===== src/rtl/contador_ctrl_pkg.sv =====
// Shared constants and types for the run/pause/clear counter controller.
package contador_pkg;

  localparam int STATE_W   = 2;
  localparam int DEF_LIMIT = 10;

  typedef enum logic [STATE_W-1:0] {
    ST_IDLE  = 2'b00,
    ST_RUN   = 2'b01,
    ST_PAUSE = 2'b10,
    ST_DONE  = 2'b11
  } state_t;

endpackage


===== src/rtl/contador_ctrl_if.sv =====
// Board-side bundle for the controller: push-buttons, mode switch, counter
// feedback and the control/display outputs. The master side drives the
// buttons and the counter value; the controller is the slave.
interface contador_ctrl_if #(
  parameter int BITS = 4
);
  import contador_pkg::*;

  logic                key_start_n;
  logic                key_clr_n;
  logic                key_lap_n;
  logic                sw_mode;
  logic [BITS-1:0]     cnt;
  logic                cnt_en;
  logic                cnt_clr;
  logic [BITS-1:0]     disp;
  logic                done;
  logic                wrap;
  logic [STATE_W-1:0]  state;

  modport master (
    output key_start_n, key_clr_n, key_lap_n, sw_mode, cnt,
    input  cnt_en, cnt_clr, disp, done, wrap, state
  );

  modport slave (
    input  key_start_n, key_clr_n, key_lap_n, sw_mode, cnt,
    output cnt_en, cnt_clr, disp, done, wrap, state
  );

endinterface


===== src/rtl/contador_ctrl_key_sync.sv =====
// Two-flop synchroniser with a history flop. `level` is the synchronised
// input; `fall` flags a high-to-low transition of that level, which for an
// active-low button is a press. Flops reset to 0, so a button held low
// through reset never looks like a fresh press.
module key_sync (
  input  logic clk_buff,
  input  logic rst,
  input  logic din,
  output logic level,
  output logic fall
);

  logic s1, s2, p;

  // Synchroniser chain plus one cycle of history for edge detection.
  // NOTE: sequential state uses non-blocking assignments so every flop
  // samples the pre-edge value of its neighbour, exactly like hardware.
  always_ff @(posedge clk_buff or negedge rst) begin
    if (!rst) begin
      s1 <= 1'b0;
      s2 <= 1'b0;
      p  <= 1'b0;
    end else begin
      s1 <= din;
      s2 <= s1;
      p  <= s2;
    end
  end

  assign level = s2;
  assign fall  = ~s2 & p;

endmodule


===== src/rtl/contador_ctrl.sv =====
// Run/pause/clear controller for an enable/clear up-counter. Converts
// three active-low buttons and a mode switch into cnt_en/cnt_clr, can stop
// the counter at LIMIT, flags wraps, and offers a lap-hold display value.
module contador_ctrl
  import contador_pkg::*;
#(
  parameter int BITS  = 4,
  parameter int LIMIT = DEF_LIMIT
) (
  input  logic            clk_buff,
  input  logic            rst,
  contador_ctrl_if.slave  bus
);

  logic start_ev, clr_ev, lap_ev, mode;
  logic start_level_unused, clr_level_unused, lap_level_unused;
  logic mode_fall_unused;

  key_sync u_sync_start (
    .clk_buff (clk_buff),
    .rst      (rst),
    .din      (bus.key_start_n),
    .level    (start_level_unused),
    .fall     (start_ev)
  );

  key_sync u_sync_clr (
    .clk_buff (clk_buff),
    .rst      (rst),
    .din      (bus.key_clr_n),
    .level    (clr_level_unused),
    .fall     (clr_ev)
  );

  key_sync u_sync_lap (
    .clk_buff (clk_buff),
    .rst      (rst),
    .din      (bus.key_lap_n),
    .level    (lap_level_unused),
    .fall     (lap_ev)
  );

  key_sync u_sync_mode (
    .clk_buff (clk_buff),
    .rst      (rst),
    .din      (bus.sw_mode),
    .level    (mode),
    .fall     (mode_fall_unused)
  );

  state_t          state_q, state_d;
  logic            clr_q, clr_d;
  logic            hold_q, hold_d;
  logic [BITS-1:0] lap_q, lap_d;
  logic            wrap_q, wrap_d;
  logic            terminal;

  // Stop mode ends the run on the edge that takes the counter to LIMIT.
  assign terminal = mode && (bus.cnt >= BITS'(LIMIT - 1));

  // Controller registers; lap_reg is a single register, so it is reset too.
  always_ff @(posedge clk_buff or negedge rst) begin
    if (!rst) begin
      state_q <= ST_IDLE;
      clr_q   <= 1'b0;
      hold_q  <= 1'b0;
      lap_q   <= '0;
      wrap_q  <= 1'b0;
    end else begin
      state_q <= state_d;
      clr_q   <= clr_d;
      hold_q  <= hold_d;
      lap_q   <= lap_d;
      wrap_q  <= wrap_d;
    end
  end

  // Next state, clear pulse, lap hold and wrap flag; clr beats terminal
  // beats start.
  // NOTE: every signal gets a default before the case so no path leaves
  // it unassigned, which would otherwise infer a latch.
  always_comb begin
    state_d = state_q;
    clr_d   = 1'b0;
    hold_d  = hold_q;
    lap_d   = lap_q;
    wrap_d  = (state_q == ST_RUN) && !mode && (bus.cnt == '1);

    case (state_q)
      ST_IDLE: begin
        if (clr_ev)        clr_d   = 1'b1;
        else if (start_ev) state_d = ST_RUN;
      end
      ST_RUN: begin
        if (clr_ev) begin
          state_d = ST_IDLE;
          clr_d   = 1'b1;
        end else if (terminal) begin
          state_d = ST_DONE;
        end else if (start_ev) begin
          state_d = ST_PAUSE;
        end
      end
      ST_PAUSE: begin
        if (clr_ev) begin
          state_d = ST_IDLE;
          clr_d   = 1'b1;
        end else if (start_ev) begin
          state_d = ST_RUN;
        end
      end
      ST_DONE: begin
        if (clr_ev) begin
          state_d = ST_IDLE;
          clr_d   = 1'b1;
        end
      end
      default: state_d = ST_IDLE;
    endcase

    // Lap capture only while counting or paused; release anywhere but DONE.
    if (clr_q) begin
      hold_d = 1'b0;
    end else if (lap_ev && state_q != ST_DONE) begin
      if (hold_q) begin
        hold_d = 1'b0;
      end else if (state_q == ST_RUN || state_q == ST_PAUSE) begin
        hold_d = 1'b1;
        lap_d  = bus.cnt;
      end
    end
  end

  assign bus.cnt_en  = (state_q == ST_RUN) | clr_q;
  assign bus.cnt_clr = clr_q;
  assign bus.disp    = hold_q ? lap_q : bus.cnt;
  assign bus.done    = (state_q == ST_DONE);
  assign bus.wrap    = wrap_q;
  assign bus.state   = state_q;

endmodule


===== src/flat_wrapper.sv =====
// flat-port wrapper written by rule: the top's interface ports become plain ports
module contador_ctrl_flat import contador_pkg::*;
#(
  parameter int BITS  = 4,
  parameter int LIMIT = DEF_LIMIT
)
  (clk_buff, rst, bus_key_start_n, bus_key_clr_n, bus_key_lap_n, bus_sw_mode, bus_cnt, bus_cnt_en, bus_cnt_clr, bus_disp, bus_done, bus_wrap, bus_state);
  contador_ctrl_if #(.BITS(BITS)) bus_i ();
  input  logic clk_buff;
  input  logic rst;
  input wire logic [$bits(bus_i.key_start_n)-1:0] bus_key_start_n;
  input wire logic [$bits(bus_i.key_clr_n)-1:0] bus_key_clr_n;
  input wire logic [$bits(bus_i.key_lap_n)-1:0] bus_key_lap_n;
  input wire logic [$bits(bus_i.sw_mode)-1:0] bus_sw_mode;
  input wire logic [$bits(bus_i.cnt)-1:0] bus_cnt;
  output wire logic [$bits(bus_i.cnt_en)-1:0] bus_cnt_en;
  output wire logic [$bits(bus_i.cnt_clr)-1:0] bus_cnt_clr;
  output wire logic [$bits(bus_i.disp)-1:0] bus_disp;
  output wire logic [$bits(bus_i.done)-1:0] bus_done;
  output wire logic [$bits(bus_i.wrap)-1:0] bus_wrap;
  output wire logic [$bits(bus_i.state)-1:0] bus_state;
  assign bus_i.key_start_n = bus_key_start_n;
  assign bus_i.key_clr_n = bus_key_clr_n;
  assign bus_i.key_lap_n = bus_key_lap_n;
  assign bus_i.sw_mode = bus_sw_mode;
  assign bus_i.cnt = bus_cnt;
  assign bus_cnt_en = bus_i.cnt_en;
  assign bus_cnt_clr = bus_i.cnt_clr;
  assign bus_disp = bus_i.disp;
  assign bus_done = bus_i.done;
  assign bus_wrap = bus_i.wrap;
  assign bus_state = bus_i.state;
  contador_ctrl #(.BITS(BITS), .LIMIT(LIMIT)) u_core (.clk_buff(clk_buff), .rst(rst), .bus(bus_i));
endmodule

===== config.mk =====
export PLATFORM = sky130hd
export DESIGN_NAME = contador_ctrl_flat
export DESIGN_NICKNAME = d
export VERILOG_FILES = /design/src/rtl/contador_ctrl_pkg.sv /design/src/rtl/contador_ctrl_if.sv /design/src/rtl/contador_ctrl_key_sync.sv /design/src/rtl/contador_ctrl.sv /design/src/flat_wrapper.sv
export SDC_FILE = /design/constraint.sdc
export NUM_CORES = 1
export LEC_CHECK = 0
export CORE_AREA = 2 2 43 45
export CTS_BUF_LIST = sky130_fd_sc_hd__clkbuf_2 sky130_fd_sc_hd__clkbuf_4 sky130_fd_sc_hd__clkbuf_8
export DETAILED_ROUTE_END_ITERATION = 7
export DIE_AREA = 0 0 45 47
export PLACE_DENSITY = 0.82
export SYNTH_ARGS = -nofsm -noshare
export SYNTH_HDL_FRONTEND = slang
export SYNTH_SLANG_ARGS = --single-unit
export TNS_END_PERCENT = 20

===== constraint.sdc =====
create_clock -name clk_buff -period 4.75 [get_ports clk_buff]
set_input_delay 0.7125 -clock clk_buff [delete_from_list [all_inputs] [get_ports clk_buff]]
set_output_delay 0.7125 -clock clk_buff [all_outputs]
set_load 0.01 [all_outputs]

==> impl_metrics.env, run 1 <==
export IMPL_setup_viol_count_final=0
export IMPL_cts_resized=0
export IMPL_fin_crit_ns=2.66
export IMPL_gr_max_usage_layer="met2"
export IMPL_rows=15
export IMPL_clk_latency_ns=0.29
export IMPL_grt_pass1_wl_mm=2.44
export IMPL_drive_gt1_frac=0.183
export IMPL_slowest_stage="clkdlybuf4s50_1"
export IMPL_synth_edf_count=0
export IMPL_grtUsageMet3=0.0346
export IMPL_grtUsageMet1=0.200
export IMPL_synth_seq_cells=20
export IMPL_peakVddDrop_mv=0.297
export IMPL_powerDensity_nw_per_um2=521
export IMPL_path_cells="clkdlybuf4s50_1 -> mux2_2 -> clkdlybuf4s50_1"
export IMPL_dieHeight_um=47
export IMPL_end_kind="output port"
export IMPL_finalInstanceArea_um2=1100
export IMPL_crit_top_cell="clkdlybuf4s50_1"
export IMPL_clock_sinks=20
export IMPL_synth_area_um2=843
export IMPL_ys_async_sr_fraction=1.00
export IMPL_grt_use_met2=0.286
export IMPL_fin_skew_ns=0.00842
export IMPL_route_detailed_drc=0
export IMPL_start_util=0.511
export IMPL_synthesis_instances=60
export IMPL_top_register="u_core.lap_q"
export IMPL_drt_total_wl_mm=1.39
export IMPL_crit_required_ns=4.04
export IMPL_drt_first_pass_iters=4
export IMPL_synth_avg_cell_area_um2=14.1
export IMPL_timing_fmax_mhz=376
export IMPL_cts_buffers=3
export IMPL_antenna_found_initial=0
export IMPL_nets=98
export IMPL_postCtsHoldBufs=0
export IMPL_slew_violations=0
export IMPL_clock_root_buffer="clkbuf_4"
export IMPL_syn2layout_area_growth_pct=30.9
export IMPL_fin_tns_setup_ns=0
export IMPL_ios=20
export IMPL_vias_per_cell=5.38
export IMPL_cp_max_fo=4
export IMPL_clk_pin_slew_ns=0.10
export IMPL_synth_flop_cell="dfrtp_1"
export IMPL_drtIter0Drc=8
export IMPL_critPathArrivalTime_ns=1.95
export IMPL_critPathLaunchType="primary input"
export IMPL_grt_overflow_total=0
export IMPL_antenna_cells=0
export IMPL_largest_reg_flops=4
export IMPL_core_um2=1650
export IMPL_crit_buf_inv=2
export IMPL_clk_path_buf_depth=2
export IMPL_die_area_um2=2120
export IMPL_wl_per_cell_um=14.0
export IMPL_synth_warnings=0
export IMPL_path_delay_family="buffers and inverters"
export IMPL_die_w_um=45
export IMPL_grt_pass1_vias=561
export IMPL_cts_htree_levels=1
export IMPL_synthDistinctLibCells=25
export IMPL_run_status="complete, no violations"
export IMPL_vias=533
export IMPL_grt_use_total=0.163
export IMPL_place_gp_congestion=0.728
export IMPL_rsz0062_at_grt="false"
export IMPL_cts_tree="built"
export IMPL_place_area_um2=1050
export IMPL_hpwl_mm=1.10
export IMPL_worstMarginPinSlew_ns=0.829
export IMPL_syn_nets=75
export IMPL_post_route_period_util=0.560
export IMPL_ys_seq_area_frac=0.593
export IMPL_leakage_nw=0.490
export IMPL_grt_max_degree=21
export IMPL_cpPeakStageDelay_ns=0.48
export IMPL_cap_violations=0
export IMPL_critPathKind="in -> out"
export IMPL_cts_setup_buffers=0
export IMPL_slew_headroom=0.446
export IMPL_final_antenna_net_count=0
export IMPL_io_buffers=19
export IMPL_hold_viol=0
export IMPL_hp_class="reg -> reg"
-- final timing paths --
kind / slack (ns) / startpoint / cells past startpoint / to
hold reg to reg: 0.36 / u_core.u_sync_mode.s1 / 0 / u_core.u_sync_mode.level
setup reg to reg: 2.64 / u_core.bus.state[0] / 4 / u_core.lap_q[2]
min in group asynchronous: 0.89 / rst / 1 / u_core.lap_q[0]
setup / recovery: 2.09 / bus_cnt[0] / 3 / bus_disp[0]
hold / removal: 0.36 / u_core.u_sync_mode.s1 / 0 / u_core.u_sync_mode.level
max in group asynchronous: 3.35 / rst / 1 / u_core.bus.cnt_clr
-- cell type report --
cell class                      count  area (µm²)
Timing Repair Buffer               19         190
Fill cell                         130         548
Sequential cell                    20         500
Clock inverter                      1        30.0
Inverter                            3        11.3
Clock buffer                        3        22.5
Multi-Input combinational cell     36         328
Tap cell                           17        21.3
-- cells in the mapped netlist, types with 2 or more instances --
| master | number | area (µm²) |
|---|---|---|
| inv_1 | 3 | 11.3 |
| nand2b_1 | 2 | 12.5 |
| dfrtp_1 | 20 | 500 |
| ha_1 | 5 | 62.6 |
| nor2_1 | 2 | 7.51 |
| mux2_2 | 4 | 45.0 |
| mux2_4 | 4 | 60.1 |
| a21oi_1 | 2 | 10.0 |
| o22ai_1 | 2 | 12.5 |
-- through the flow --
stage                     hold slack (ns)  std cells  power (mW)  setup WS (ns)  utilization
after floorplan                     0.331         60       0.363           2.68            -
after global placement              0.332         95       0.437           2.12        0.636
after detailed placement            0.336         95       0.447           2.08        0.636
after CTS                           0.360         99       0.583           2.08        0.668
after global routing                0.370         99       0.613           2.04        0.668
final                               0.358         99       0.575           2.09        0.668
-- power breakdown --
part           total, mW  internal [mW]  switching, mW
Sequential         0.230          0.204         0.0260
Clock              0.132         0.0852         0.0473
Combinational      0.213          0.129         0.0847
-- logic make-up after synthesis --
| family | after synthesis | synth area share |
|---|---|---|
| mux | 8 | 0.125 |
| fa+ha+maj | 5 | 0.0742 |
| simple gates | 14 | 0.116 |
| buf+inv | 4 | 0.0178 |
| compound gates | 9 | 0.0742 |
| flops | 20 | 0.593 |
-- routing by layer --
| layer | share of wire | up-vias | wire, µm |
|---|---|---|---|
| li1 | - | 259 | - |
| met3 | 0.037 | 0 | 51 |
| met5 | 0 | - | 0 |
| met2 | 0.49 | 14 | 675 |
| met4 | 0 | 0 | 0 |
| met1 | 0.48 | 260 | 662 |
-- layout by cell type (no fill, tap or decap), drive strengths merged --
cell type,count
dfrtp,20
clkdlybuf4s50,19
mux2,8
ha,5
inv,3
clkbuf,3
nand2b,2
nor2,2
a21oi,2
o22ai,2
or3b,2
nand4,1
nor3b,1
or2,1
o311ai,1
a311oi,1
nand3b,1
o21ai,1
nor4b,1
nor2b,1
a2bb2oi,1
or4b,1
o22a,1
nand2,1
bufinv,1
Note: power is estimated with default switching activity, not from simulation.
==> run 2, diff against run 1 <==
- CORE_AREA: 2 2 43 45 -> 2 2 45 47
- DIE_AREA: 0 0 45 47 -> 0 0 47 49
- PLACE_DENSITY: 0.82 -> 0.76
- clock period: 4.75 -> 2.56 ns (I/O delays scaled with it)
==> impl_metrics.env, run 2 (synthesized netlist as in run 1, its figures left out) <==
export IMPL_io_buffers=19
export IMPL_drtIter0Drc=7
export IMPL_post_route_period_util=0.874
export IMPL_place_area_um2=1070
export IMPL_reg2reg_to="u_core.lap_q[3]"
export IMPL_route_detailed_drc=0
export IMPL_regToRegSetupSlack_ns=0.50
export IMPL_hpwl_mm=1.06
export IMPL_mostFrequentLayoutCells="dfrtp_1, clkdlybuf4s50_1, ha_1, mux2_2, mux2_4"
export IMPL_slew_violations=0
export IMPL_timing_fmax_mhz=447
export IMPL_rr_startpoint="u_core.bus.state[0]"
export IMPL_leakage_nw=0.488
export IMPL_grt_pass1_wl_mm=2.35
export IMPL_syn2layout_area_growth_pct=31.3
export IMPL_vias_per_cell=4.83
export IMPL_netSwitchingPower_mw=0.290
export IMPL_place_gp_congestion=0.695
export IMPL_drt_first_pass_iters=4
export IMPL_p_int_mw=0.705
export IMPL_fin_tns_setup_ns=0
export IMPL_end_kind="output port"
export IMPL_drt_total_wl_mm=1.34
export IMPL_dieHeight_um=49
export IMPL_largest_reg_flops=4
export IMPL_grt_pass1_vias=547
export IMPL_p_clk_frac=0.173
export IMPL_cp_max_fo=5
export IMPL_antenna_cells=0
export IMPL_clk_path_buf_depth=2
export IMPL_critPathArrivalTime_ns=1.85
export IMPL_drive_gt1_frac=0.193
export IMPL_run_status="complete, no violations"
export IMPL_powerDensity_nw_per_um2=898
export IMPL_clock_root_buffer="clkbuf_4"
export IMPL_postCtsHoldBufs=0
export IMPL_vias=531
export IMPL_peakVddDrop_mv=0.503
export IMPL_pwr_share_seq=0.432
export IMPL_rsz0062_at_grt="false"
export IMPL_cts_tree="built"
export IMPL_hp_class="reg -> reg"
export IMPL_worstHoldStart="u_core.u_sync_clr.s1"
export IMPL_wl_per_cell_um=12.1
export IMPL_grt_max_degree=21
export IMPL_final_antenna_net_count=0
export IMPL_cts_buffers=3
export IMPL_cap_violations=0
export IMPL_post_route_util=0.601
export IMPL_clk_pin_slew_ns=0.09
export IMPL_nets=99
export IMPL_antenna_found_initial=0
export IMPL_grt_overflow_total=0
export IMPL_hold_path_depth=0
export IMPL_setup_viol_count_final=0
export IMPL_ios=20
export IMPL_final_common_cell="dfrtp_1"
export IMPL_top_register="u_core.lap_q"
export IMPL_combPwrFrac=0.396
export IMPL_finalInstanceArea_um2=1110
export IMPL_sw_frac_of_total=0.291
export IMPL_fin_total_pwr_mw=0.994
export IMPL_fin_skew_ns=0.0105
export IMPL_rows=16
export IMPL_critPathLaunchType="flop"
export IMPL_cts_htree_levels=1
export IMPL_start_util=0.458
export IMPL_cts_setup_buffers=0
export IMPL_fin_crit_ns=2.24
export IMPL_ff2ff_path_depth=4
export IMPL_core_um2=1840
export IMPL_clock_sinks=20
export IMPL_worstMarginPinSlew_ns=0.836
export IMPL_cts_resized=0
export IMPL_clk_latency_ns=0.29
export IMPL_critPathKind="reg -> out"
export IMPL_min_to="u_core.u_sync_clr.level"
export IMPL_hold_viol=0
export IMPL_crit_required_ns=2.18
export IMPL_die_w_um=47
export IMPL_die_area_um2=2300
export IMPL_slew_headroom=0.441
export IMPL_hold_slack_ns=0.356
export IMPL_grt_use_total=0.147
[run 2: cell types whose count changed in the layout (fill, tap and decap cells not counted), sizes merged]
cell	change
clkbuf	+1
buf	+1
bufinv	-1
[run 2: worst max path at each step]
| stage | from | endpoint | slack (ns) | depth (start not counted) |
|---|---|---|---|---|
| global route | u_core.bus.state[1] | bus_cnt_en | 0.21 | 4 |
| global placement | bus_cnt[2] | u_core.bus.state[1] | 0.53 | 6 |
| finish | u_core.bus.state[1] | bus_cnt_en | 0.32 | 4 |
| CTS | u_core.bus.state[1] | bus_cnt_en | 0.29 | 4 |
| detailed placement | bus_cnt[2] | u_core.bus.state[1] | 0.51 | 6 |
| floorplan | u_core.bus.state[0] | u_core.lap_q[0] | 0.49 | 4 |
[run 2: metrics by stage]
stage / setup slack (ns) / instances
finish: 0.322 / 110
global route: 0.207 / 110
CTS: 0.287 / 110
detailed placement: 0.510 / 106
global placement: 0.526 / 106
floorplan: 0.489 / 60
[run 2: final cells by class]
| cell class | count | area [µm²] |
|---|---|---|
| inverters | 3 | 11.3 |
| fillers | 149 | 734 |
| multi-input cells | 36 | 328 |
| repair buffers | 20 | 198 |
| flip-flops and latches | 20 | 500 |
| clock buffers | 4 | 36.3 |
| well taps | 27 | 33.8 |
[run 2: power groups by stage]
stage | registers [mW] | clock network [mW] | logic [mW]
6_report | 0.429 | 0.172 | 0.393
5_1_grt | 0.439 | 0.195 | 0.434
4_1_cts | 0.430 | 0.181 | 0.399
3_5_place_dp | 0.437 | 0 | 0.396
3_3_place_gp | 0.434 | 0 | 0.389
2_1_floorplan | 0.419 | 0 | 0.255
[run 2: metal layers]
metal,global-route usage,vias to the layer above,part of all wire
li1,-,259,-
met4,0.0556,0,0.016
met5,0,-,0
met2,0.210,12,0.47
met3,0.0667,2,0.037
met1,0.191,258,0.48
[run 2: critical path, cell delays in order, from the launching register on]
cell,delay [ns]
dfrtp_1,0.41
inv_1,0.12
ha_1,0.26
or2_2,0.31
clkdlybuf4s50_1,0.48
==> run 3, diff against run 2 <==
- CORE_AREA: 2 2 45 47 -> 2 2 59 61
- DIE_AREA: 0 0 47 49 -> 0 0 61 63
- PLACE_DENSITY: 0.76 -> not set
==> impl_metrics.env, run 3 (synthesized netlist as in run 1, its figures left out) <==
export IMPL_powerDensity_nw_per_um2=886
export IMPL_hold_viol=0
export IMPL_rr_startpoint="u_core.bus.state[0]"
export IMPL_setup_viol_count_final=0
export IMPL_highest_layer="met4"
export IMPL_cp_max_fo=5
export IMPL_fin_skew_ns=0.00270
export IMPL_cts_setup_buffers=0
export IMPL_top_register="u_core.lap_q"
export IMPL_place_gp_congestion=0.690
export IMPL_fin_tns_setup_ns=0
export IMPL_hpwl_mm=1.15
export IMPL_hold_path_depth=0
export IMPL_critPathLaunchType="flop"
export IMPL_cts_htree_levels=1
export IMPL_regToRegSetupSlack_ns=0.48
export IMPL_crit_required_ns=2.18
export IMPL_peakVddDrop_mv=0.237
export IMPL_vias_per_cell=4.15
export IMPL_syn2layout_area_growth_pct=35.0
export IMPL_io_buffers=19
export IMPL_slew_headroom=0.693
export IMPL_final_antenna_net_count=0
export IMPL_drt_first_pass_iters=3
export IMPL_antenna_found_initial=0
export IMPL_clk_latency_ns=0.29
export IMPL_timing_fmax_mhz=444
export IMPL_die_area_um2=3840
export IMPL_clock_root_buffer="clkbuf_4"
export IMPL_ff2ff_path_depth=4
export IMPL_dieHeight_um=63
export IMPL_route_detailed_drc=0
export IMPL_cp_startpoint="u_core.bus.state[1]"
export IMPL_die_w_um=61
export IMPL_ios=20
export IMPL_rows=21
export IMPL_drt_total_wl_mm=1.43
export IMPL_nets=100
export IMPL_rsz0062_at_grt="false"
export IMPL_cts_buffers=3
export IMPL_m1WireLength_um=673
export IMPL_min_to="u_core.u_sync_mode.level"
export IMPL_cts_tree="built"
export IMPL_critPathKind="reg -> out"
export IMPL_met3WireLength_um=50
export IMPL_grt_pass1_vias=576
export IMPL_route_met2_wl_um=696
export IMPL_grt_pass1_wl_mm=2.62
export IMPL_grt_overflow_total=0
export IMPL_antenna_cells=0
export IMPL_clk_pin_slew_ns=0.11
export IMPL_hold_slack_ns=0.359
export IMPL_cap_violations=0
export IMPL_final_common_cell="dfrtp_1"
export IMPL_run_status="complete, no violations"
export IMPL_leakage_nw=0.493
export IMPL_clk_path_buf_depth=2
export IMPL_critPathArrivalTime_ns=1.87
export IMPL_start_util=0.261
export IMPL_drive_gt1_frac=0.202
export IMPL_vias=540
export IMPL_core_um2=3230
export IMPL_grt_use_total=0.0917
export IMPL_clock_sinks=20
export IMPL_drtIter0Drc=13
export IMPL_post_route_period_util=0.879
export IMPL_slew_violations=0
export IMPL_fin_crit_ns=2.25
export IMPL_end_kind="output port"
export IMPL_largest_reg_flops=4
export IMPL_reg2reg_to="u_core.lap_q[2]"
export IMPL_postCtsHoldBufs=0
export IMPL_mostFrequentLayoutCells="dfrtp_1, clkdlybuf4s50_1, ha_1, mux2_2, mux2_4"
export IMPL_hp_class="reg -> reg"
export IMPL_wl_per_cell_um=11.0
export IMPL_worstMarginPinSlew_ns=0.458
export IMPL_worstHoldStart="u_core.u_sync_mode.s1"
export IMPL_grt_max_degree=21
export IMPL_cts_resized=0
==> run 3: worst max-delay path: stages, from the launching register on <==
cell and delay [ns]:
dfrtp_1 0.41, inv_1 0.11, ha_1 0.27, or2_2 0.31, clkdlybuf4s50_1 0.47
==> run 3: worst max-delay path by stage <==
| stage | endpoint | slack [ns] | cells past startpoint |
|---|---|---|---|
| after floorplan | u_core.lap_q[0] | 0.49 | 4 |
| after global placement | u_core.bus.state[1] | 0.52 | 6 |
| after detailed placement | u_core.bus.state[1] | 0.44 | 6 |
| after CTS | bus_cnt_en | 0.29 | 4 |
| after global routing | bus_cnt_en | 0.18 | 4 |
| final | bus_cnt_en | 0.31 | 4 |
==> run 3: area by class of cell <==
cell class | instances | area, µm²
Fill cell | 328 | 2090
Sequential cell | 20 | 500
Multi-Input combinational cell | 36 | 328
Timing Repair Buffer | 21 | 205
Tap cell | 46 | 57.6
Clock buffer | 4 | 36.3
Inverter | 3 | 11.3
==> run 3: metal layers <==
layer  vias to the layer above  GRT usage
met4                         0     0.0408
met5                         -          0
met2                        14      0.138
met3                         2     0.0248
li1                        263          -
met1                       261      0.120
==> run 3: stage by stage <==
step           worst slack (ns)   util  total power [mW]  instances  instance area (µm²)
4_1_cts                   0.290  0.352              1.02        130                 1140
6_report                  0.310  0.352              1.01        130                 1140
2_1_floorplan             0.489      -             0.674         60                  843
3_3_place_gp              0.525  0.341             0.819        126                 1100
5_1_grt                   0.181  0.352              1.08        130                 1140
3_5_place_dp              0.441  0.341             0.837        126                 1100
==> run 3: power by group <==
part	total, mW	internal (mW)	switching (mW)
clock	0.181	0.0866	0.0945
combinational	0.402	0.241	0.160
sequential	0.427	0.378	0.0487
total	1.01	0.706	0.304
